<file path="config.mk">
export PLATFORM = sky130hd
export DESIGN_NAME = toecam_bucket_lookup
export DESIGN_NICKNAME = d
export VERILOG_FILES = /design/src/rtl/toecam_bucket_lookup.sv
export SDC_FILE = /design/constraint.sdc
export NUM_CORES = 1
export LEC_CHECK = 0
export BUFFER_PORTS_ARGS = -buffer_cell sky130_fd_sc_hd__buf_4
export CORE_UTILIZATION = 25
export DETAILED_ROUTE_END_ITERATION = 7
export GPL_TIMING_DRIVEN = 1
export SLEW_MARGIN = 40
export SYNTH_ARGS = -nofsm -noshare
export SYNTH_HDL_FRONTEND = slang
export SYNTH_SLANG_ARGS = --single-unit
</file>
<file path="constraint.sdc">
create_clock -name Clk -period 4.8 [get_ports Clk]
set_input_delay 0.24 -clock Clk [delete_from_list [all_inputs] [get_ports Clk]]
set_output_delay 0.24 -clock Clk [all_outputs]
set_load 0.01 [all_outputs]
</file>
<file path="src/rtl/toecam_bucket_lookup.sv">
// Linear-probing bucket lookup behind the ToeCam hash stage; one lookup in flight.
// Optional hit/miss/full statistics counters are enabled by TOECAM_LOOKUP_STATS_EN.
module toecam_bucket_lookup #(
    parameter int unsigned K          = 97,
    parameter int unsigned H          = 48,
    parameter int unsigned ADDR_W     = 12,
    parameter int unsigned V_W        = 14,
    parameter int unsigned MAX_PROBES = 4
) (
    input  logic               Clk,
    input  logic               Rst_n,
    input  logic               LkpReqValid,
    output logic               LkpReqReady,
    input  logic [K-1:0]       LkpReqKey,
    input  logic [H-1:0]       LkpReqHash,
    output logic               MemRdEn,
    output logic [ADDR_W-1:0]  MemRdAddr,
    input  logic [K+V_W:0]     MemRdData,
    output logic               LkpRspValid,
    input  logic               LkpRspReady,
    output logic               LkpRspHit,
    output logic               LkpRspFull,
    output logic [V_W-1:0]     LkpRspValue,
    output logic [ADDR_W-1:0]  LkpRspAddr
`ifdef TOECAM_LOOKUP_STATS_EN
    ,
    output logic [31:0]        StatHitCnt,
    output logic [31:0]        StatMissCnt,
    output logic [31:0]        StatFullCnt
`endif
);

    localparam int unsigned PW = $clog2(MAX_PROBES) + 1;
    localparam logic [PW-1:0] LastProbe = PW'(MAX_PROBES - 1);

    typedef enum logic [1:0] {StIdle, StRd, StCmp, StRsp} state_e;

    state_e            state_q;
    logic [K-1:0]      key_q;
    logic [ADDR_W-1:0] base_q;
    logic [PW-1:0]     probe_q;

    logic              slot_valid;
    logic [K-1:0]      slot_key;
    logic [V_W-1:0]    slot_value;
    logic [PW-1:0]     probe_nxt;
    logic              unused_hash;

    assign slot_valid  = MemRdData[K+V_W];
    assign slot_key    = MemRdData[V_W +: K];
    assign slot_value  = MemRdData[V_W-1:0];
    assign probe_nxt   = probe_q + 1'b1;
    // Only the low hash bits index the table; the rest is never compared.
    assign unused_hash = ^LkpReqHash;

    always_ff @(posedge Clk or negedge Rst_n) begin
        if (!Rst_n) begin
            state_q     <= StIdle;
            key_q       <= '0;
            base_q      <= '0;
            probe_q     <= '0;
            LkpReqReady <= 1'b1;
            MemRdEn     <= 1'b0;
            MemRdAddr   <= '0;
            LkpRspValid <= 1'b0;
            LkpRspHit   <= 1'b0;
            LkpRspFull  <= 1'b0;
            LkpRspValue <= '0;
            LkpRspAddr  <= '0;
        end else begin
            unique case (state_q)
                StIdle: begin
                    if (LkpReqValid) begin
                        key_q       <= LkpReqKey;
                        base_q      <= LkpReqHash[ADDR_W-1:0];
                        probe_q     <= '0;
                        LkpReqReady <= 1'b0;
                        MemRdEn     <= 1'b1;
                        MemRdAddr   <= LkpReqHash[ADDR_W-1:0];
                        state_q     <= StRd;
                    end
                end
                StRd: begin
                    MemRdEn <= 1'b0;
                    state_q <= StCmp;
                end
                StCmp: begin
                    if (!slot_valid) begin
                        // Empty slot ends the probe chain.
                        LkpRspValid <= 1'b1;
                        LkpRspHit   <= 1'b0;
                        LkpRspFull  <= 1'b0;
                        LkpRspValue <= '0;
                        LkpRspAddr  <= MemRdAddr;
                        state_q     <= StRsp;
                    end else if (slot_key == key_q) begin
                        LkpRspValid <= 1'b1;
                        LkpRspHit   <= 1'b1;
                        LkpRspFull  <= 1'b0;
                        LkpRspValue <= slot_value;
                        LkpRspAddr  <= MemRdAddr;
                        state_q     <= StRsp;
                    end else if (probe_q == LastProbe) begin
                        LkpRspValid <= 1'b1;
                        LkpRspHit   <= 1'b0;
                        LkpRspFull  <= 1'b1;
                        LkpRspValue <= '0;
                        LkpRspAddr  <= base_q;
                        state_q     <= StRsp;
                    end else begin
                        probe_q   <= probe_nxt;
                        MemRdEn   <= 1'b1;
                        MemRdAddr <= base_q + ADDR_W'(probe_nxt);
                        state_q   <= StRd;
                    end
                end
                StRsp: begin
                    if (LkpRspReady) begin
                        LkpRspValid <= 1'b0;
                        LkpReqReady <= 1'b1;
                        state_q     <= StIdle;
                    end
                end
                default: state_q <= StIdle;
            endcase
        end
    end

`ifdef TOECAM_LOOKUP_STATS_EN
    logic rsp_done;
    assign rsp_done = (state_q == StRsp) && LkpRspReady;

    always_ff @(posedge Clk or negedge Rst_n) begin
        if (!Rst_n) begin
            StatHitCnt  <= '0;
            StatMissCnt <= '0;
            StatFullCnt <= '0;
        end else if (rsp_done) begin
            if (LkpRspHit && StatHitCnt != '1) begin
                StatHitCnt <= StatHitCnt + 32'd1;
            end
            if (!LkpRspHit && StatMissCnt != '1) begin
                StatMissCnt <= StatMissCnt + 32'd1;
            end
            if (LkpRspFull && StatFullCnt != '1) begin
                StatFullCnt <= StatFullCnt + 32'd1;
            end
        end
    end
`endif

endmodule

</file>
# --- Yosys cells after proc, flatten, opt, wreduce, memory -nomap -nowiden ---
# Index checks and enable logic that the tools add are counted.
totals:
  input_bits: 261
  out_inout_bits: 43
  regBits: 157
classes:
  add_sub_neg: 2
  mux: 40
  n_reduce_logical: 12
  n_eq_ne: 12
op_table:
  columns: ["operator", "n"]
  rows:
  - ["$eq 97x97->1", 1]
  - ["$mux 12", 7]
  - ["$mux 14", 3]
  - ["$pmux 12 s2", 1]
  - ["$mux 1", 15]
  - ["$add 12x3->12", 1]
  - ["$mux 3", 4]
  - ["$mux 2", 5]
  - ["$ne 2x2->1 const B", 5]
  - ["$reduce_and 5->1", 2]
  - ["$pmux 2 s4", 1]
  - ["$pmux 3 s2", 1]
  - ["$reduce_and 2->1", 3]
  - ["$reduce_and 3->1", 2]
  - ["$reduce_bool 2->1", 3]
  - ["$eq 2x2->1 const B", 2]
  - ["$ne 4x4->1 const B", 1]
  - ["$pmux 1 s2", 2]
  - ["$add 3x1->3 const B", 1]
  - ["$eq 3x2->1 const B", 1]
  - ["$ne 3x1->1 const B", 1]
  - ["$pmux 1 s3", 1]
  - ["$reduce_bool 3->1", 1]
  - ["$eq 2x1->1 const B", 1]
  - ["$logic_not 2->1", 1]

# --- Logic depth before layout (Yosys ltp) ---
# Gate-level depths: netlist (run 1).
logic_depth:
  word_depth: 6
  ltp_mapped: 11
  mapped_depth_nobuf: 11

# --- Worst setup path after synthesis (run 1) ---
# No wires, ideal clock.
synth_path:
  kind: "register to register"
  startpoint: "register probe_q[0]"
  endpoint: "register MemRdAddr[11]"
  path_slack_ns: 2.415
  stages_incl_launch_ff: 11
  path_buffers: 0
  synth_period_minus_slack_ns: 2.385
  required_time_ns: 4.673
  arrival_ns: 2.258
  cell_sequence: "dfrtp_1 ha_1 ha_1 inv_1 ha_1 a21oi_1 nor4_1 nand3_1 xor2_1 o21ai_0 mux2_1"
synth_via:
  elab_chain_cells: 6
  elab_cells_between_ends: 9
  cone_classes: "2 x add/sub; 2 x eq/ne; 4 x mux; 1 x reduce/logical"
synth_lines:
  columns: ["item", "line", "text"]
  rows:
  - ["start, declared", "41", "logic [PW-1:0] probe_q;"]
  - ["start signal, assigned", "111", "probe_q <= probe_nxt;"]
  - ["$add 3x1->3", "52", "assign probe_nxt = probe_q + 1'b1;"]
  - ["$add 12x3->12", "113", "MemRdAddr <= base_q + ADDR_W'(probe_nxt);"]
  - ["$mux 12", "103", "end else if (probe_q == LastProbe) begin"]
  - ["$mux 12", "96", "end else if (slot_key == key_q) begin"]
  - ["$mux 12", "88", "if (!slot_valid) begin"]
  - ["$pmux 12 s2", "71", "unique case (state_q)"]
  - ["end signal, assigned", "79", "MemRdAddr <= LkpReqHash[ADDR_W-1:0];"]
  - ["end signal, assigned", "113", null]
  - ["end, declared", "17", "output logic [ADDR_W-1:0] MemRdAddr,"]
# Parallel ways exist; a longest one is shown, timed or not. The select of a mux whose other input is x is not followed.
# A chain may end at the register's enable or synchronous reset.

# --- Worst setup path after layout (run 1) ---
layout_path:
  startpoint: "register key_q[7]"
  endpoint: "register LkpRspAddr[9]"
layout_via:
  elab_chain_cells: 3
  elab_cells_between_ends: 5
  cone_classes: "2 x eq/ne; 2 x mux; 1 x reduce/logical"
layout_lines:
  columns: ["item", "line", "text"]
  rows:
  - ["start, declared", "39", "logic [K-1:0] key_q;"]
  - ["start signal, assigned", "74", "key_q <= LkpReqKey;"]
  - ["$eq 97x97->1 *", "96", null]
  - ["$ne 3x1->1 (no source line) or $mux 12 (tied branches)", null, null]
  - ["$reduce_and 2->1 (no source line) or $mux 12 (tied branches)", null, null]
  - ["end signal, assigned", "94", "LkpRspAddr <= MemRdAddr;"]
  - ["end signal, assigned", "101", "LkpRspAddr <= MemRdAddr;"]
  - ["end signal, assigned", "108", "LkpRspAddr <= base_q;"]
  - ["end, declared", "24", "output logic [ADDR_W-1:0] LkpRspAddr"]
# Every way passes the cells marked *; elsewhere a longest branch is shown, timed or not.

==> flow_summary_export.csv, run 1 <==
group,metric,value,unit
synthesis,synth.yosys.seq_area_share,52.33,%
sta,fin_worst_skew,0.01740,ns
layout,layout_area_overhead,41.45,%
route,wl_per_cell,15.44,µm
critical_path,crit_path_max_fanout,13,
pwr,total_power,6.049,mW
sta,fmax,365.3,MHz
layout,antenna-diode-count,0,
route,drt_first_pass_iters,4,
pwr,power.density_cell_area,569.4,nW/µm²
floorplan,boundaryPins,304,
place,dpl.cell_count,1226,
floorplan,initial_utilization,25.41,%
clock_network,cts_made_buffers,17,
pwr,max-vdd-ir-drop,0.2063,mV
route,drt_iter0_drc,131,
place,dpl.hpwl,14600,µm
clock_network,maximum_count_of_clock_buffers_along_a_single_path,2,
sta,timing_max_transition_violations_final,0,
pwr,p_leak,4.711,nW
grt,first_global_vias,5704,
synthesis,yosys.cell_types.count,41,
synthesis,yosys_warnings,0,
grt,grt_overflow,0,
run_status,result_of_the_run,"complete, no violations",
critical_path,timing.critical_path.arrival,3.05,ns
synthesis,synth_top_flop_cell,"dfrtp_1",
synthesis,synth_fp_nets,852,
worst_hold_path,min_path_type,"in2reg",
sta,setup_slack,2.062,ns
place,gp_congestion,0.7327,
critical_path,critPathRequiredTime,5.11,ns
sta,fin_tns_setup,0,ns
grt,grt_max_degree,71,
place,io_buffer_count,267,
grt,gr-usage-all-layers,13.05,%
sta,worst-slew-pin-transition,0.7412,ns
sta,holdWs,0.03909,ns
synthesis,synth.ff_latch_count,157,
synthesis,syn_avg_cell_area,12.84,µm²
route,drt_wl_total,19440,µm
synthesis,async_reset_ff_share,100.0,%
route,vias,5374,
sta,slew_headroom,50.59,%
clock_network,cts_tree,"yes",
critical_path,worst-setup-path-type,"reg2reg",
grt,wire_length_of_the_first_global_routing_pass,30820,µm
floorplan,die-width,175.3,µm
run,cap_violations,0,
sta,hold_violations,0,
clock_network,htree_num_levels,4,
route,via_per_inst,4.268,
critical_path,worstSetupStartpointType,"flip-flop",
critical_path,endpoint_kind,"flip-flop",
synthesis,synthesis.instances,585,
synthesis,synth-edff-count,0,
sta,final.min_clock_period,2.738,ns
sta,setup_viol,0,
place,dp_worst_setup_slack,1.983,ns
floorplan,dieArea,30740,µm²
floorplan,core_region_area,29560,µm²
floorplan,fp.dieH,175.3,µm
layout,layout-drive-gt1-share,49.71,%
clock_network,clk_latency,0.43,ns
layout,finalNonFillerCells,1259,
clock_network,clock-sinks,157,
clock_network,root_buffer,"clkbuf_16",
grt,grt_antenna_before_repair,0,
route,number_of_remaining_drc_errors,0,
synthesis,synth.cell_area,7510,µm²
clock_network,clkSlewWorstSetupHoldPaths,0.08,ns
sta,final_period_utilization,57.03,%
sta,unrepaired_setup_endpoints_after_global_routing,"false",
route,ant_nets,0,
floorplan,placementRows,63,
layout,final_nets,1123,
clock_network,post_cts_resized,0,
-- worst paths after layout --
| path | to | slack, ns | cells after the start | startpoint |
|---|---|---|---|---|
| min in group asynchronous | key_q[56]$_DFFE_PN0P_ | 0.39 | 2 | Rst_n |
| min reg2reg | LkpRspAddr[3]$_DFFE_PN0P_ | 0.48 | 2 | LkpRspAddr[3]$_DFFE_PN0P_ |
| max | LkpRspAddr[9]$_DFFE_PN0P_ | 2.06 | 7 | key_q[7]$_DFFE_PN0P_ |
| max reg2reg | LkpRspAddr[9]$_DFFE_PN0P_ | 2.06 | 7 | key_q[7]$_DFFE_PN0P_ |
| min | key_q[57]$_DFFE_PN0P_ | 0.04 | 2 | LkpReqKey[57] |
| max in group asynchronous | MemRdAddr[8]$_DFFE_PN0P_ | 3.13 | 3 | Rst_n |
-- where the power goes --
| group | internal (mW) | switching (mW) | leakage (nW) | total, mW |
|---|---|---|---|---|
| Combinational | 1.27 | 0.860 | 2.49 | 2.13 |
| Clock | 0.895 | 0.623 | 0.320 | 1.52 |
| Sequential | 1.94 | 0.463 | 1.90 | 2.40 |
| Total | 4.10 | 1.95 | 4.71 | 6.05 |
-- metal layers --
metal | vias to the layer above | track usage, % | part of all wire [%]
met2 | 167 | 21.58 | 49
met3 | 15 | 4.632 | 7.9
met5 | - | 0 | 0
met4 | 0 | 3.732 | 1.4
met1 | 2586 | 15.95 | 42
li1 | 2606 | - | -
-- critical path, stage by stage, from the launching register on --
cell and delay [ns]:
dfrtp_1 0.39, xnor2_1 0.23, nand4_1 0.16, nor4_2 0.62
nand3_2 0.22, o21ai_4 0.57, mux2i_1 0.34, o21ai_1 0.08
-- layout by cell type, fill, tap and decap left out, types with 3 or more instances in the layout --
cell         n
nor2_1       6
o21a_1       5
inv_8        4
nor2b_1      4
nor4_2       4
nand3_1      6
nand4_1     23
bufinv_16    4
buf_4      273
a22o_1      14
mux2_2     108
mux2_1       8
inv_6        4
nor3_1       3
dfrtp_1    156
xor2_1       5
a21oi_1      6
clkbuf_16   17
ha_1         5
o21ai_1     11
inv_1        7
nand2_1     41
xnor2_1    101
o21ai_0     11
mux2i_1     13
-- cells in the mapped netlist (8+ instances only) --
| cell | n | area (µm²) |
|---|---|---|
| a22o_1 | 14 | 122.6 |
| buf_2 | 16 | 80.08 |
| dfrtp_1 | 156 | 3904 |
| mux2_1 | 8 | 90.09 |
| mux2_2 | 108 | 1216 |
| mux2i_1 | 13 | 130.1 |
| nand2_1 | 41 | 153.9 |
| nand4_1 | 23 | 143.9 |
| o21ai_0 | 11 | 55.05 |
| o21ai_1 | 11 | 55.05 |
| xnor2_1 | 101 | 884.6 |
-- cell families (layout without fill, tap and decap cells) --
| logic type | count (synthesis) | count (layout) | synth area share (%) |
|---|---|---|---|
| fa+ha+maj | 6 | 6 | 1.100 |
| flops | 157 | 157 | 52.33 |
| buf+inv | 32 | 316 | 2.283 |
| xor+xnor | 106 | 106 | 12.36 |
| simple gates | 97 | 97 | 7.281 |
| compound gates | 58 | 58 | 5.515 |
| mux | 129 | 129 | 19.13 |
-- timing repair --
item	4_1_cts	5_1_grt
setup endpoints to repair	0	0
hold buffers	1	0
buffers inserted	0	0
endpoints found under the hold margin	68	0
-- metrics by stage --
step                      area, µm²  utilization [%]
after floorplan                7510                -
after global placement         9925            33.57
after detailed placement       9965            33.71
after CTS                     10620            35.94
after global routing          10620            35.94
final                         10620            35.94
-- state kept, by name, summed over array words and instances, names as in the netlist --
signal,count
LkpReqReady,1
LkpRspAddr,12
LkpRspFull,1
LkpRspHit,1
LkpRspValid,1
LkpRspValue,14
MemRdAddr,12
MemRdEn,1
base_q,12
key_q,97
probe_q,3
state_q,2
-- cell type report --
type	instances	area, µm²
repair buffers	277	2101
clock buffers	17	425.4
inverters	7	26.28
well taps	390	488.0
clock inverters	15	222.7
fillers	2960	18940
multi-input cells	396	3430
flip-flops and latches	157	3930
No activity file was read; power rests on OpenSTA's default activity.
==> run 2, diff against run 1 <==
- clock period: 4.8 -> 2.6 ns (I/O delays scaled with it)
==> run 2 against run 1 <==
Against the previous run: non-clock buffer count up 140; clock power up 82%; register-to-register slack worse by 1.9 ns; sequential power up 83%; worst setup slack worse by 1.9 ns; combinational power up 100%; global-route usage up 0.94 points; final cell count up 11%; via count up 11%; critical path type unchanged; highest routed layer unchanged.
==> flow_summary_export.csv, run 2 (synthesis gave the netlist of run 1 again) <==
group,metric,value,unit
floorplan,placementRows,63,
floorplan,dieArea,30740,µm²
place,io_buffer_count,267,
layout,highest_count_cells_in_the_layout_ignoring_fill_and_taps,"buf_4 (286), dfrtp_1 (156), dlygate4sd3_1 (125)",
layout,finalNonFillerCells,1399,
place,placedInstanceArea,10120,µm²
route,met2_layer_wire_length_in_the_routed_design,10270,µm
layout,max_flop_register,"key_q",
sta,final_period_utilization,93.04,%
sta,fin_tns_setup,0,ns
clock_network,clkSlewWorstSetupHoldPaths,0.07,ns
floorplan,fp.dieH,175.3,µm
worst_hold_path,min_path_type,"in2reg",
run,cap_violations,0,
sta,unrepaired_setup_endpoints_after_global_routing,"false",
grt,wire_length_of_the_first_global_routing_pass,33690,µm
route,ant_nets,0,
floorplan,boundaryPins,304,
place,gp_congestion,0.7506,
clock_network,htree_num_levels,4,
layout,reg.largest.list,"key_q x97, LkpRspValue x14",
floorplan,die-width,175.3,µm
layout,largest_register_ffs,97,
layout,most_common_cell_after_layout_fill_and_taps_aside,"buf_4",
grt,grt_antenna_before_repair,0,
clock_network,clock-sinks,157,
clock_network,cts_made_buffers,17,
layout,stdcell_area,12040,µm²
sta,final.min_clock_period,2.419,ns
sta,setup_viol,0,
route,drt_first_pass_iters,4,
sta,timing_max_transition_violations_final,0,
route,dr_wl_met3,1412,µm
sta,hold_violations,0,
place,dpl.hpwl,14760,µm
place,dpl.cell_count,1242,
layout,multiInputGateArea,3453,µm²
route,drt_iter0_drc,143,
grt,grt_max_degree,94,
floorplan,initial_utilization,25.41,%
floorplan,core_region_area,29560,µm²
clock_network,clk_latency,0.42,ns
critical_path,worst-setup-path-type,"reg2reg",
pwr,p_leak,5.311,nW
route,via_per_inst,4.253,
layout,antenna-diode-count,0,
clock_network,maximum_count_of_clock_buffers_along_a_single_path,2,
grt,first_global_vias,6558,
route,number_of_remaining_drc_errors,0,
sta,fmax,413.4,MHz
run_status,result_of_the_run,"complete, no violations",
route,routed.top_layer,"met4",
pwr,power.density_cell_area,953.7,nW/µm²
worst_hold_path,worstHoldPathCells,3,
layout,layout-drive-gt1-share,44.80,%
pwr,max-vdd-ir-drop,0.3640,mV
clock_network,cts_tree,"yes",
layout,layout_area_overhead,60.30,%
clock_network,root_buffer,"clkbuf_16",
sta,slew_headroom,65.98,%
critical_path,timing.critical_path.arrival,2.72,ns
critical_path,endpoint_kind,"flip-flop",
route,drt_wl_total,20840,µm
critical_path,worstSetupStartpointType,"flip-flop",
sta,worst-slew-pin-transition,0.5103,ns
route,wl_per_cell,14.89,µm
route,vias,5950,
grt,gr-usage-all-layers,13.99,%
layout,ff_latch_area,3930,µm²
sta,fin_worst_skew,0.008543,ns
critical_path,crit_path_max_fanout,3,
grt,grt_overflow,0,
critical_path,worstRegToRegCells,11,
route,m1WireLength,8817,µm
layout,num-fill-cells,2805,
layout,final_nets,1263,
critical_path,critPathRequiredTime,2.90,ns
[run 2: repair_timing]
item	in CTS	in global routing
hold buffers	125	0
setup buffers	0	0
setup endpoints to repair	0	4
hold endpoints to repair	282	0
resized for setup	0	6
[run 2: final timing paths]
kind / slack, ns / endpoint / from
setup / recovery: 0.18 / MemRdAddr[10]$_DFFE_PN0P_ / probe_q[0]$_DFFE_PN0P_
hold / removal: 0.05 / state_q[0]$_DFFE_PN0P_ / LkpReqValid
setup reg to reg: 0.18 / MemRdAddr[10]$_DFFE_PN0P_ / probe_q[0]$_DFFE_PN0P_
hold reg to reg: 0.48 / LkpRspValid$_DFFE_PN0P_ / LkpRspValid$_DFFE_PN0P_
max in group asynchronous: 1.70 / LkpReqReady$_DFFE_PN1P_ / Rst_n
min in group asynchronous: 0.11 / key_q[64]$_DFFE_PN0P_ / Rst_n
[run 2: report_power, final]
group          leakage [nW]  internal [mW]  total [mW]  switching, mW
registers              1.90           3.58        4.40          0.815
logic                  3.11           2.58        4.31           1.74
clock network         0.306           1.67        2.77           1.11
total                  5.31           7.82        11.5           3.66
[run 2: per-stage QoR]
step                      power [mW]  utilization [%]  hold WS (ns)  worst slack (ns)
after detailed placement       8.632            34.23      -0.01133           0.06382
after global placement         8.484            34.13      -0.01250           0.03794
after CTS                      11.62            40.63       0.01737           0.04456
after floorplan                7.164                -       -0.1656            0.2148
final                          11.48            40.72       0.04701            0.1810
after global routing           12.29            40.72       0.03629           0.01529
[run 2: layout make-up]
type / count / share of cell area, %
Tap cell: 390 / 4.054
Clock buffer: 19 / 3.763
Multi-Input combinational cell: 396 / 28.69
Sequential cell: 157 / 32.65
Clock inverter: 13 / 1.559
Timing Repair Buffer: 417 / 29.07
Inverter: 7 / 0.2183
[run 2: worst max-delay path, stage by stage (launching register included)]
cell and delay, ns:
dfrtp_1 0.38, ha_1 0.20, ha_1 0.26, inv_1 0.05, ha_1 0.31, nor2b_4 0.16, o2111ai_2 0.15, nor2_2 0.16
nand3_1 0.10, xor2_1 0.13, o21ai_0 0.08, mux2_1 0.30
[run 2: routing by layer]
metal | track usage (%) | vias up
met1 | 16.87 | 2864
met5 | 0 | -
met2 | 23.63 | 181
met3 | 4.394 | 26
met4 | 4.493 | 0
li1 | - | 2879
